## src/rtl/sym8psk_unpack_pkg.sv

```systemverilog
// Shared baseband definitions for the 8PSK symbol grouper (TX) and unpacker (RX):
// FSM state encoding, bits per symbol and default counter widths.
package sym8psk_unpack_pkg;

    localparam int SYM8PSK_BITS     = 3;
    localparam int DEFAULT_LEN_W    = 12;
    localparam int DEFAULT_SYMCNT_W = 11;

    typedef enum logic [1:0] {
        IDLE  = 2'd0,
        FETCH = 2'd1,
        SHIFT = 2'd2,
        DONE  = 2'd3
    } state_e;

endpackage

```

## src/rtl/sym8psk_unpack_if.sv

```systemverilog
// Control, symbol handshake and bit-stream signals of the 8PSK unpacker.
// The master modport is the demapper/controller side and the slave modport is the unpacker.
interface sym8psk_unpack_if
    import sym8psk_unpack_pkg::*;
#(
    parameter int LEN_W    = DEFAULT_LEN_W,
    parameter int SYMCNT_W = DEFAULT_SYMCNT_W
);

    logic                start_p;
    logic [LEN_W-1:0]    len;
    logic [2:0]          sym_in;
    logic                sym_valid;
    logic                sym_ready;
    logic                bit_en;
    logic                bit_out;
    logic                bit_valid;
    logic [SYMCNT_W-1:0] symcnt;
    logic                busy;
    logic                done_p;
    logic                underrun;

    modport master (
        output start_p, len, sym_in, sym_valid, bit_en,
        input  sym_ready, bit_out, bit_valid, symcnt, busy, done_p, underrun
    );

    modport slave (
        input  start_p, len, sym_in, sym_valid, bit_en,
        output sym_ready, bit_out, bit_valid, symcnt, busy, done_p, underrun
    );

endinterface

```

## src/rtl/sym8psk_unpack.sv

```systemverilog
// Receive-side 8PSK unpacker: serialises 3-bit symbols into a payload of exactly len bits.
// Define SYM8PSK_UNDERRUN_EN to build the sticky symbol-starvation detector.
module sym8psk_unpack
    import sym8psk_unpack_pkg::*;
#(
    parameter int LEN_W    = DEFAULT_LEN_W,
    parameter int SYMCNT_W = DEFAULT_SYMCNT_W
) (
    input  logic                  clk_6M,
    input  logic                  rstz,
    sym8psk_unpack_if.slave       bus
);

    state_e              state_q, state_d;
    logic [2:0]          shreg_q, shreg_d;
    logic [1:0]          nsym_q, nsym_d;
    logic [LEN_W-1:0]    len_q, len_d;
    logic [LEN_W-1:0]    bitcnt_q, bitcnt_d;
    logic [SYMCNT_W-1:0] symcnt_q, symcnt_d;
    logic                bit_out_q, bit_out_d;
    logic                bit_valid_q, bit_valid_d;
    logic                busy_q, busy_d;
    logic                done_q, done_d;
`ifdef SYM8PSK_UNDERRUN_EN
    logic                underrun_q, underrun_d;
`endif

    logic [LEN_W-1:0]    bitcntInc;
    logic                lastBit;
    logic                symEnd;
    logic                chainLoad;

    // Valid bits carried by the next symbol: a full symbol, or whatever the payload still needs.
    function automatic logic [1:0] nsymFor(input logic [LEN_W-1:0] remaining);
        return (remaining >= LEN_W'(SYM8PSK_BITS)) ? 2'(SYM8PSK_BITS) : remaining[1:0];
    endfunction

    assign bitcntInc = bitcnt_q + LEN_W'(1);
    assign lastBit   = (bitcnt_q == (len_q - LEN_W'(1)));
    assign symEnd    = (nsym_q == 2'd1);
    assign chainLoad = (state_q == SHIFT) && bus.bit_en && symEnd && !lastBit && bus.sym_valid;

    // A symbol offered alongside start_p or during reset must not look accepted.
    assign bus.sym_ready = rstz && !bus.start_p && ((state_q == FETCH) || chainLoad);

    always_comb begin
        state_d     = state_q;
        shreg_d     = shreg_q;
        nsym_d      = nsym_q;
        len_d       = len_q;
        bitcnt_d    = bitcnt_q;
        symcnt_d    = symcnt_q;
        bit_out_d   = bit_out_q;
        bit_valid_d = 1'b0;
        busy_d      = busy_q;
        done_d      = 1'b0;
`ifdef SYM8PSK_UNDERRUN_EN
        underrun_d  = underrun_q;
`endif

        if (bus.start_p) begin
            len_d    = bus.len;
            bitcnt_d = '0;
            symcnt_d = '0;
            shreg_d  = '0;
            nsym_d   = '0;
`ifdef SYM8PSK_UNDERRUN_EN
            underrun_d = 1'b0;
`endif
            if (bus.len != '0) begin
                state_d = FETCH;
                busy_d  = 1'b1;
            end else begin
                state_d = IDLE;
                busy_d  = 1'b0;
                done_d  = 1'b1;
            end
        end else begin
            case (state_q)
                IDLE: begin
                end
                FETCH: begin
                    if (bus.sym_valid) begin
                        shreg_d  = bus.sym_in;
                        nsym_d   = nsymFor(len_q - bitcnt_q);
                        symcnt_d = symcnt_q + SYMCNT_W'(1);
                        state_d  = SHIFT;
                    end
`ifdef SYM8PSK_UNDERRUN_EN
                    else if (bus.bit_en) begin
                        underrun_d = 1'b1;
                    end
`endif
                end
                SHIFT: begin
                    if (bus.bit_en) begin
                        bit_out_d   = shreg_q[0];
                        bit_valid_d = 1'b1;
                        shreg_d     = {1'b0, shreg_q[2:1]};
                        bitcnt_d    = bitcntInc;
                        nsym_d      = nsym_q - 2'd1;
                        if (lastBit) begin
                            state_d = DONE;
                        end else if (chainLoad) begin
                            shreg_d  = bus.sym_in;
                            nsym_d   = nsymFor(len_q - bitcntInc);
                            symcnt_d = symcnt_q + SYMCNT_W'(1);
                        end else if (symEnd) begin
                            state_d = FETCH;
                        end
                    end
                end
                DONE: begin
                    done_d  = 1'b1;
                    busy_d  = 1'b0;
                    state_d = IDLE;
                end
                default: state_d = IDLE;
            endcase
        end
    end

    always_ff @(posedge clk_6M) begin
        if (!rstz) begin
            state_q     <= IDLE;
            shreg_q     <= '0;
            nsym_q      <= '0;
            len_q       <= '0;
            bitcnt_q    <= '0;
            symcnt_q    <= '0;
            bit_out_q   <= 1'b0;
            bit_valid_q <= 1'b0;
            busy_q      <= 1'b0;
            done_q      <= 1'b0;
        end else begin
            state_q     <= state_d;
            shreg_q     <= shreg_d;
            nsym_q      <= nsym_d;
            len_q       <= len_d;
            bitcnt_q    <= bitcnt_d;
            symcnt_q    <= symcnt_d;
            bit_out_q   <= bit_out_d;
            bit_valid_q <= bit_valid_d;
            busy_q      <= busy_d;
            done_q      <= done_d;
        end
    end

`ifdef SYM8PSK_UNDERRUN_EN
    always_ff @(posedge clk_6M) begin
        if (!rstz) begin
            underrun_q <= 1'b0;
        end else begin
            underrun_q <= underrun_d;
        end
    end

    assign bus.underrun = underrun_q;
`else
    assign bus.underrun = 1'b0;
`endif

    assign bus.bit_out   = bit_out_q;
    assign bus.bit_valid = bit_valid_q;
    assign bus.symcnt    = symcnt_q;
    assign bus.busy      = busy_q;
    assign bus.done_p    = done_q;

endmodule

```

## src/flat_wrapper.sv

```systemverilog
// flat-port wrapper written by rule: the top's interface ports become plain ports
module sym8psk_unpack_flat import sym8psk_unpack_pkg::*;
#(
    parameter int LEN_W    = DEFAULT_LEN_W,
    parameter int SYMCNT_W = DEFAULT_SYMCNT_W
)
  (clk_6M, rstz, bus_start_p, bus_len, bus_sym_in, bus_sym_valid, bus_bit_en, bus_sym_ready, bus_bit_out, bus_bit_valid, bus_symcnt, bus_busy, bus_done_p, bus_underrun);
  sym8psk_unpack_if #(.LEN_W(LEN_W), .SYMCNT_W(SYMCNT_W)) bus_i ();
  input  logic clk_6M;
  input  logic rstz;
  input wire logic [$bits(bus_i.start_p)-1:0] bus_start_p;
  input wire logic [$bits(bus_i.len)-1:0] bus_len;
  input wire logic [$bits(bus_i.sym_in)-1:0] bus_sym_in;
  input wire logic [$bits(bus_i.sym_valid)-1:0] bus_sym_valid;
  input wire logic [$bits(bus_i.bit_en)-1:0] bus_bit_en;
  output wire logic [$bits(bus_i.sym_ready)-1:0] bus_sym_ready;
  output wire logic [$bits(bus_i.bit_out)-1:0] bus_bit_out;
  output wire logic [$bits(bus_i.bit_valid)-1:0] bus_bit_valid;
  output wire logic [$bits(bus_i.symcnt)-1:0] bus_symcnt;
  output wire logic [$bits(bus_i.busy)-1:0] bus_busy;
  output wire logic [$bits(bus_i.done_p)-1:0] bus_done_p;
  output wire logic [$bits(bus_i.underrun)-1:0] bus_underrun;
  assign bus_i.start_p = bus_start_p;
  assign bus_i.len = bus_len;
  assign bus_i.sym_in = bus_sym_in;
  assign bus_i.sym_valid = bus_sym_valid;
  assign bus_i.bit_en = bus_bit_en;
  assign bus_sym_ready = bus_i.sym_ready;
  assign bus_bit_out = bus_i.bit_out;
  assign bus_bit_valid = bus_i.bit_valid;
  assign bus_symcnt = bus_i.symcnt;
  assign bus_busy = bus_i.busy;
  assign bus_done_p = bus_i.done_p;
  assign bus_underrun = bus_i.underrun;
  sym8psk_unpack #(.LEN_W(LEN_W), .SYMCNT_W(SYMCNT_W)) u_core (.clk_6M(clk_6M), .rstz(rstz), .bus(bus_i));
endmodule
```

## config.mk

```make
export PLATFORM = sky130hd
export DESIGN_NAME = sym8psk_unpack_flat
export DESIGN_NICKNAME = d
export VERILOG_FILES = /design/src/rtl/sym8psk_unpack_pkg.sv /design/src/rtl/sym8psk_unpack_if.sv /design/src/rtl/sym8psk_unpack.sv /design/src/flat_wrapper.sv
export SDC_FILE = /design/constraint.sdc
export NUM_CORES = 1
export LEC_CHECK = 0
export BUFFER_PORTS_ARGS = -buffer_cell sky130_fd_sc_hd__clkbuf_2
export CORE_ASPECT_RATIO = 0.9
export CORE_UTILIZATION = 56
export CTS_BUF_LIST = sky130_fd_sc_hd__clkbuf_4
export DETAILED_ROUTE_END_ITERATION = 12
export GPL_ROUTABILITY_DRIVEN = 0
export PLACE_DENSITY_LB_ADDON = 0.08
export REMOVE_ABC_BUFFERS = 1
export SLEW_MARGIN = 15
export SYNTH_ARGS = -nofsm -noshare
export SYNTH_HDL_FRONTEND = slang
export SYNTH_SLANG_ARGS = --single-unit
export TNS_END_PERCENT = 1
```

## constraint.sdc

```tcl
create_clock -name clk_6M -period 3.5 [get_ports clk_6M]
set_input_delay 0.175 -clock clk_6M [delete_from_list [all_inputs] [get_ports clk_6M]]
set_output_delay 0.175 -clock clk_6M [all_outputs]
set_load 0.1 [all_outputs]
```

* After elaboration in Yosys (flattened, before gate mapping)
Cells that the tools add are included.
Cells by class: $add $sub $neg 6, order comparisons 2, eq/ne operators 13, multiplexer cells 32, bitwise logic cells 3, reductions and logical operators 20
Operators with widths (number):
- $mux 11 | 4
- $ge 12x2->1 const B | 2
- $mux 2 | 12
- $sub 12x12->12 | 2
- $pmux 11 s2 | 1
- $add 12x1->12 const B | 1
- $eq 12x12->1 | 1
- $mux 3 | 4
- $reduce_bool 12->1 | 1
- $sub 12x1->12 const B | 1
- $add 11x1->11 const B | 1
- $reduce_and 5->1 | 2
- $mux 1 | 8
- $logic_and 1x1->1 | 6
- $ne 2x2->1 const B | 3
- $ne 3x3->1 const B | 2
- $pmux 2 s3 | 1
- $pmux 3 s2 | 1
- $reduce_and 3->1 | 2
- $eq 2x1->1 const B | 2
- $eq 2x2->1 const B | 2
- $ne 4x2->1 const B | 1
- $ne 4x3->1 const B | 1
- $pmux 2 s2 | 1
- other kinds (10) | 14
Storage, ports and cells: flip-flop bits (word level) 46, input bits 20, output and inout port bits 17, logic and storage cells 86

* Depth between registers and ports, before layout
Gate-level depths: netlist (run 1).
depth in word-level cells 10, mapped depth 13, mapped depth without buffers 13

* Worst setup path before layout (run 1)
OpenSTA, ideal clock, no wires.
path kind register to register, start register u_core.bitcnt_q[0], end register u_core.nsym_q[0], setup time 0.133 ns, arrival time 3.508 ns, required time 3.367 ns, slack -0.141 ns, stages on the path, launching flop included 14, period minus slack after synthesis 3.641 ns, cells stage by stage dfxtp_1 > ha_1 > nand3_2 > nor3_2 > nand3_1 > xnor2_1 > ha_1 > or2_2 > o22ai_1 > xnor2_1 > or4b_2 > or4_1 > a2111oi_0 > nor3_1
On the way: word-level cells in the longest chain between the ends 8, elaborated cells on any way between the ends 16, those cells by class add/sub (3); order compare (2); eq/ne (1); mux (7); reduce/logical (3)
Ends and longest elaborated chain:
- from (decl) | RTL line sym8psk_unpack.sv:18 | logic [LEN_W-1:0] bitcnt_q, bitcnt_d;
- from (signal assigned) | RTL line sym8psk_unpack.sv:140 | bitcnt_q <= bitcnt_d;
- $add 12x1->12 / $eq 12x12->1 (equally long branches) | RTL line sym8psk_unpack.sv:38, sym8psk_unpack.sv:39
- $sub 12x12->12 / $logic_not 1->1 (equally long branches) | RTL line sym8psk_unpack.sv:106, sym8psk_unpack.sv:41
- $ge 12x2->1 / $logic_and 1x1->1 (equally long branches) | RTL line sym8psk_unpack.sv:35, sym8psk_unpack.sv:41
- $mux 2 / $logic_and 1x1->1 (equally long branches) | RTL line sym8psk_unpack.sv:35, sym8psk_unpack.sv:41
- $mux 2 | RTL line sym8psk_unpack.sv:104 | end else if (chainLoad) begin
- $mux 2 | RTL line sym8psk_unpack.sv:102 | if (lastBit) begin
- $mux 2 | RTL line sym8psk_unpack.sv:96 | if (bus.bit_en) begin
- $pmux 2 s2 (*) | RTL line sym8psk_unpack.sv:79 | case (state_q)
- to (signal assigned) | RTL line sym8psk_unpack.sv:138 | nsym_q <= nsym_d;
- to (decl) | RTL line sym8psk_unpack.sv:16 | logic [1:0] nsym_q, nsym_d;
Every way passes the cells marked *; elsewhere a longest branch is shown, timed or not. The select of a mux whose other input is x is not followed. A chain may end at the register's enable or synchronous reset.

* Worst setup path in the final report (run 1)
Ends and elaborated chain as after synthesis.

==> impl_metrics.csv, run 1 <==
group,metric,value,unit
setup_path,path_max_fanout,3,
power,pwr-share-seq,0.420,
die,dieArea,7614,um2
logic_synthesis,ys_seq_elements,46,
setup_path,start_kind,"flop",
logic_synthesis,synthXorXnorAreaFrac,0.1067,
clock_network,cts_tree,"yes",
logic_synthesis,dominantRegCellSynth,"dfxtp_1",
final_layout,insertedDiodeCount,0,
logic_synthesis,yosysTopAreaCell,"dfxtp_1",
final_layout,final_nets,635,
die,io_pins,37,
route,ant_nets,0,
worst_hold_path,holdPathEnd,"u_core.shreg_q[2]",
logic_synthesis,synth_adder_area_share,0.08515,
die,initial_core_util,0.5782,
logic_synthesis,netlist_instances,535,
power,power_frac_comb,0.320,
setup_path,path_class,"flop to flop",
die,coreArea,7039,um2
logic_synthesis,synthMuxAreaShare,0.04980,
route,vias_per_cell,6.232,
final_layout,drive_above_1_share,0.1855,
global_routing,grtUsageMet1,0.4377,
route,drt-initial-drc-count,309,
power,clockPowerShare,0.260,
die,die_w,91.87,um
timing,max_freq,0.2888,GHz
logic_synthesis,ys_seq_area_frac,0.2263,
route,firstDrtPassIters,5,
setup_path,crit_path_end_kind,"flop",
setup_path,worstPathRequired,3.76,ns
logic_synthesis,yosys.area_share.simple,0.2613,
global_routing,antenna_found_initial,0,
placed_design,numPortBuffers,35,
clock_network,clock-sinks,46,
route,routed_wl,11890,um
worst_hold_path,hp-start,"bus_sym_in[2]",
logic_synthesis,synth_top_family_by_area,"simple AND/OR/NAND/NOR gates",
logic_synthesis,yosys-top-cells-area,"dfxtp_1, xnor2_1, ha_1",
timing,fin_skew,0.02028,ns
global_routing,track_usage,0.3163,
final_layout,finalInstanceArea,4751,um2
placed_design,place_area,4541,um2
power,total_leakage_power,1.857,nW
clock_network,clockBufferDepth,2,
global_routing,grt_util_met3,0.06227,
die,die_y,82.88,um
power,p_switching,0.4530,mW
logic_synthesis,synth_compound_area_frac,0.2087,
route,drc,0,
logic_synthesis,syn_avg_cell_area,7.608,um2
worst_hold_path,hold_path_class,"input port to flop",
timing,slew_headroom,0.4268,
timing,fin_crit_sh,0.9894,
logic_synthesis,synth-edff-count,0,
run_status,outcome,"finished, final reports clean",
final_layout,fin_util,0.6749,
job,max_cap_viol_count,0,
power,finalPower,1.322,mW
setup_path,r2r_setup_slack,0.04,ns
placed_design,dp_hpwl,9027,um
setup_path,crit_arrival,3.72,ns
global_routing,grt_max_degree,20,
timing,finalCriticalPeriod,3.463,ns
logic_synthesis,synth-async-reset-ratio,0,
logic_synthesis,synth_area,4070,um2
die,rows,29,
global_routing,grt_pass1_wl,19400,um
worst_hold_path,min_delay_path_depth,3,
logic_synthesis,yosys_warnings,0,
global_routing,busiest_layer,"met2",
timing,worstMarginPinSlew,0.8569,ns
power,switching_share,0.3428,
setup_path,reg2reg_depth,13,
global_routing,grt_pass1_vias,3921,
global_routing,grt_util_met2,0.4919,
clock_network,clk_pin_slew,0.14,ns
route,num_vias,4275,
clock_network,numCtsBuffers,5,
route,wl_per_cell,17.33,um
timing,hold_viol,0,
clock_network,htreeDepth,2,
logic_synthesis,yosysMostFrequentCell,"nor2_1",
global_routing,overflow,0,
setup_path,regToRegEndpoint,"u_core.nsym_q[0]",
power,ir_drop,0.0002236,V
timing,setup_viol,0,
timing,slew_violations,0,
power,p_int,0.8687,mW
logic_synthesis,synth_common_cells,"nor2_1, dfxtp_1, xnor2_1",
logic_synthesis,ys_types,66,
clock_network,insertion_delay,0.38,ns
power,power_density,278.2,nW/um2
clock_network,root_buffer,"clkbuf_4",
logic_synthesis,synth_top_area_share,0.2263,
final_layout,area_delta_synth_final,16.72,%
setup_path,reg2reg_from,"u_core.bitcnt_q[0]",
timing,rsz0062_at_grt,"true",
-- cell type report --
type,count,area (um2)
clock buffers,6,45.04
inverters,34,127.6
fillers,626,2288
well taps,93,116.4
clock inverters,2,37.54
flip-flops and latches,46,925.9
repair buffers,78,498.0
multi-input cells,427,3000
-- layout by cell type (no fill, tap or decap), drive strengths merged, types with 6 or more instances in the layout --
master,count
nor2,47
dfxtp,46
buf,44
xnor2,41
clkbuf,40
inv,34
o21ai,33
nand2,30
a21oi,24
nor3,23
nand3,22
ha,21
nor2b,20
mux2i,18
and3,11
nand4,9
and2,8
nor4,8
nand2b,7
a211oi,6
xor2,6
or3,6
a31oi,6
o21a,6
-- metal layers --
metal | wire length (um) | share of wire
met5 | 0 | 0
met4 | 385 | 0.032
met3 | 1108 | 0.093
met2 | 5339 | 0.45
met1 | 5053 | 0.43
-- worst max-delay path by stage --
| stage | startpoint | endpoint |
|---|---|---|
| 6_report | u_core.bitcnt_q[0] | u_core.nsym_q[0] |
| 5_1_grt | u_core.bitcnt_q[0] | u_core.nsym_q[0] |
| 4_1_cts | u_core.bitcnt_q[0] | u_core.nsym_q[0] |
| 3_5_place_dp | u_core.bitcnt_q[0] | u_core.nsym_q[0] |
| 3_3_place_gp | u_core.bitcnt_q[0] | u_core.nsym_q[0] |
| 2_1_floorplan | u_core.bitcnt_q[0] | u_core.nsym_q[0] |
-- state kept, by name, summed over array words and instances, names as in the netlist --
register and count:
u_core.bus.symcnt 11, u_core.nsym_q 2, u_core.bus.busy 1, u_core.state_q 2
u_core.bitcnt_q 12, u_core.bus.done_p 1, u_core.shreg_q 3, u_core.len_q 12
u_core.bus.bit_out 1, u_core.bus.bit_valid 1
-- power by group through the flow --
stage,clock network (mW),logic [mW],registers [mW]
finish,0.344,0.422,0.555
global route,0.362,0.460,0.557
CTS,0.345,0.403,0.555
detailed placement,0,0.397,0.566
global placement,0,0.387,0.566
floorplan,0,0.257,0.583
-- cell families (layout without fill, tap and decap cells) --
group           Yosys count  count (layout)
compound gates          128             128
xor+xnor                 48              48
fa+ha+maj                27              27
buf+inv                  62             120
flops                    46              46
mux                      20              20
other cells               1               1
simple gates            203             203
-- through the flow --
stage,cells,setup TNS [ns],hold slack [ns],worst slack (ns)
after CTS,683,0,0.002060,0.01539
after global routing,686,-0.1608,0.007234,-0.08226
after global placement,675,0,0.4030,0.01767
after floorplan,507,-0.2800,0.2740,-0.1475
final,686,0,0.009807,0.03716
after detailed placement,675,-0.1998,0.4061,-0.1170
-- what timing repair did --
item / 4_1_cts / 5_1_grt
hold buffers: 0 / 0
buffers inserted: 0 / 3
endpoints found under the setup margin: 2 / 3
resized for setup: 7 / 14
pin swaps: 1 / 8
-- worst max-delay path, stage by stage (launching register included) --
cell       delay [ns]
dfxtp_4          0.39
ha_4             0.15
nand3_4          0.09
nor3_4           0.21
nand3_2          0.14
xnor2_2          0.18
ha_2             0.19
or2_2            0.28
o22ai_2          0.11
xnor2_1          0.08
or4b_2           0.66
or4_4            0.57
a2111oi_4        0.22
nor3_1           0.08
(Power assumes the default switching activity.)
==> run 2, diff against run 1 <==
--- a/config.mk
+++ b/config.mk
@@ -7,7 +7,7 @@
 export LEC_CHECK = 0
 export BUFFER_PORTS_ARGS = -buffer_cell sky130_fd_sc_hd__clkbuf_2
 export CORE_ASPECT_RATIO = 0.9
-export CORE_UTILIZATION = 56
+export CORE_UTILIZATION = 47
 export CTS_BUF_LIST = sky130_fd_sc_hd__clkbuf_4
 export DETAILED_ROUTE_END_ITERATION = 12
 export GPL_ROUTABILITY_DRIVEN = 0
==> impl_metrics.csv, run 2 (synthesized netlist as in run 1, its figures left out) <==
group,metric,value,unit
clock_network,htreeDepth,2,
clock_network,root_buffer,"clkbuf_4",
power,pwr-share-seq,0.416,
global_routing,antenna_found_initial,0,
placed_design,numPortBuffers,35,
route,drc,0,
die,io_pins,37,
timing,rsz0062_at_grt,"true",
die,coreArea,8223,um2
final_layout,final_nets,633,
clock_network,clk_pin_slew,0.16,ns
global_routing,grt_max_degree,28,
timing,worst_slack,0.07248,ns
final_layout,drive_above_1_share,0.1912,
timing,fin_crit_sh,0.9793,
worst_hold_path,hold_path_class,"input port to flop",
timing,slew_headroom,0.5221,
timing,finalSetupTns,0,ns
setup_path,path_max_fanout,2,
placed_design,dp_hpwl,8962,um
job,max_cap_viol_count,0,
die,die_y,90.29,um
timing,max_freq,0.2918,GHz
route,vias_per_cell,5.729,
die,die_w,100.1,um
route,firstDrtPassIters,5,
clock_network,insertion_delay,0.38,ns
setup_path,path_class,"flop to flop",
final_layout,insertedDiodeCount,0,
die,initial_core_util,0.4950,
clock_network,numCtsBuffers,5,
setup_path,crit_arrival,3.70,ns
power,finalPower,1.335,mW
die,rows,31,
power,clockPowerShare,0.264,
power,power_density,279.1,nW/um2
global_routing,track_usage,0.2601,
global_routing,grt_pass1_vias,3786,
global_routing,overflow,0,
final_layout,finalInstanceArea,4782,um2
power,switching_share,0.3446,
placed_design,place_area,4568,um2
final_layout,area_delta_synth_final,17.49,%
power,total_leakage_power,1.840,nW
run_status,outcome,"finished, final reports clean",
clock_network,clock-sinks,46,
power,p_int,0.8748,mW
route,ant_nets,0,
route,wl_per_cell,16.11,um
placed_design,dp.cells,697,
power,ir_drop,0.0001559,V
route,drt-initial-drc-count,263,
clock_network,cts_tree,"yes",
die,dieArea,9037,um2
power,power_frac_comb,0.319,
final_layout,nFillCells,791,
setup_path,start_kind,"flop",
timing,finalCriticalPeriod,3.428,ns
final_layout,layout_commonest_cell,"nor2_1",
placed_design,pre_cts_slack,-0.1020,ns
power,p_switching,0.4599,mW
timing,fin_skew,0.01567,ns
timing,slew_violations,0,
global_routing,grt_pass1_wl,18620,um
setup_path,crit_path_end_kind,"flop",
clock_network,clockBufferDepth,2,
timing,worstMarginPinSlew,0.7076,ns
final_layout,layout.cells.non_filler,706,
timing,setup_viol,0,
timing,hold_viol,0,
route,routed_wl,11370,um
route,num_vias,4045,
final_layout,final_cell_mix,"nor2_1, dfxtp_1, buf_4, xnor2_1",
setup_path,worstPathRequired,3.77,ns
## run 2: changes by cell type in the layout (fill, tap and decap cells not counted), sizes merged
cell	change
buf	-4
dlygate4sd3	+1
clkbuf	+1
## run 2: stage by stage
stage / util / hold slack (ns)
global route: 0.5816 / 0.05316
global placement: 0.5555 / 0.4136
floorplan: - / 0.2740
detailed placement: 0.5555 / 0.4121
finish: 0.5816 / 0.05808
CTS: 0.5741 / 0.05753
## run 2: worst max-delay path, cell delays in order, from the launching register on
cell and delay, ns:
dfxtp_2 0.36, ha_2 0.20, nand3_4 0.09, nor3_4 0.21, nand3_2 0.10, xnor2_1 0.13, ha_2 0.21, or2_2 0.30
o22ai_4 0.12, xnor2_2 0.08, or4b_2 0.67, or4_4 0.54, a2111oi_4 0.22, o21ai_1 0.09
## run 2: metal layers
| metal | GRT usage | part of all wire |
|---|---|---|
| met1 | 0.3715 | 0.49 |
| met2 | 0.4034 | 0.43 |
| met3 | 0.03870 | 0.057 |
| met4 | 0.07729 | 0.016 |
| met5 | 0 | 0 |
## run 2: area by class of cell
| type | instances | area, um2 | area share |
|---|---|---|---|
| clock buffer | 6 | 45.04 | 0.009419 |
| clock inverter | 2 | 37.54 | 0.007849 |
| inverter | 34 | 127.6 | 0.02669 |
| multi-input combinational | 427 | 3017 | 0.6308 |
| sequential | 46 | 923.4 | 0.1931 |
| tap | 115 | 143.9 | 0.03009 |
| timing repair buffer | 76 | 488.0 | 0.1020 |
## run 2: final timing paths
kind	slack [ns]	endpoint	start	cells after the start
worst max-delay path	0.07	u_core.nsym_q[1]	u_core.bitcnt_q[0]	13
worst min register to register	0.49	u_core.bus.bit_out	u_core.shreg_q[0]	2
worst max register to register	0.07	u_core.nsym_q[1]	u_core.bitcnt_q[0]	13
worst min-delay path	0.06	u_core.len_q[7]	bus_len[7]	3
## run 2: repair_timing
item	in CTS	in global routing
gates resized for setup	12	13
setup endpoints to repair	3	3
gates cloned	0	0
hold endpoints to repair	1	0
setup buffers	0	0
pin swaps	0	10
hold buffers	1	0
## run 2: power groups by stage
stage | combinational (mW) | sequential [mW] | clock (mW)
6_report | 0.426 | 0.556 | 0.353
5_1_grt | 0.469 | 0.558 | 0.384
4_1_cts | 0.413 | 0.556 | 0.361
3_5_place_dp | 0.399 | 0.567 | 0
3_3_place_gp | 0.392 | 0.566 | 0
2_1_floorplan | 0.257 | 0.583 | 0
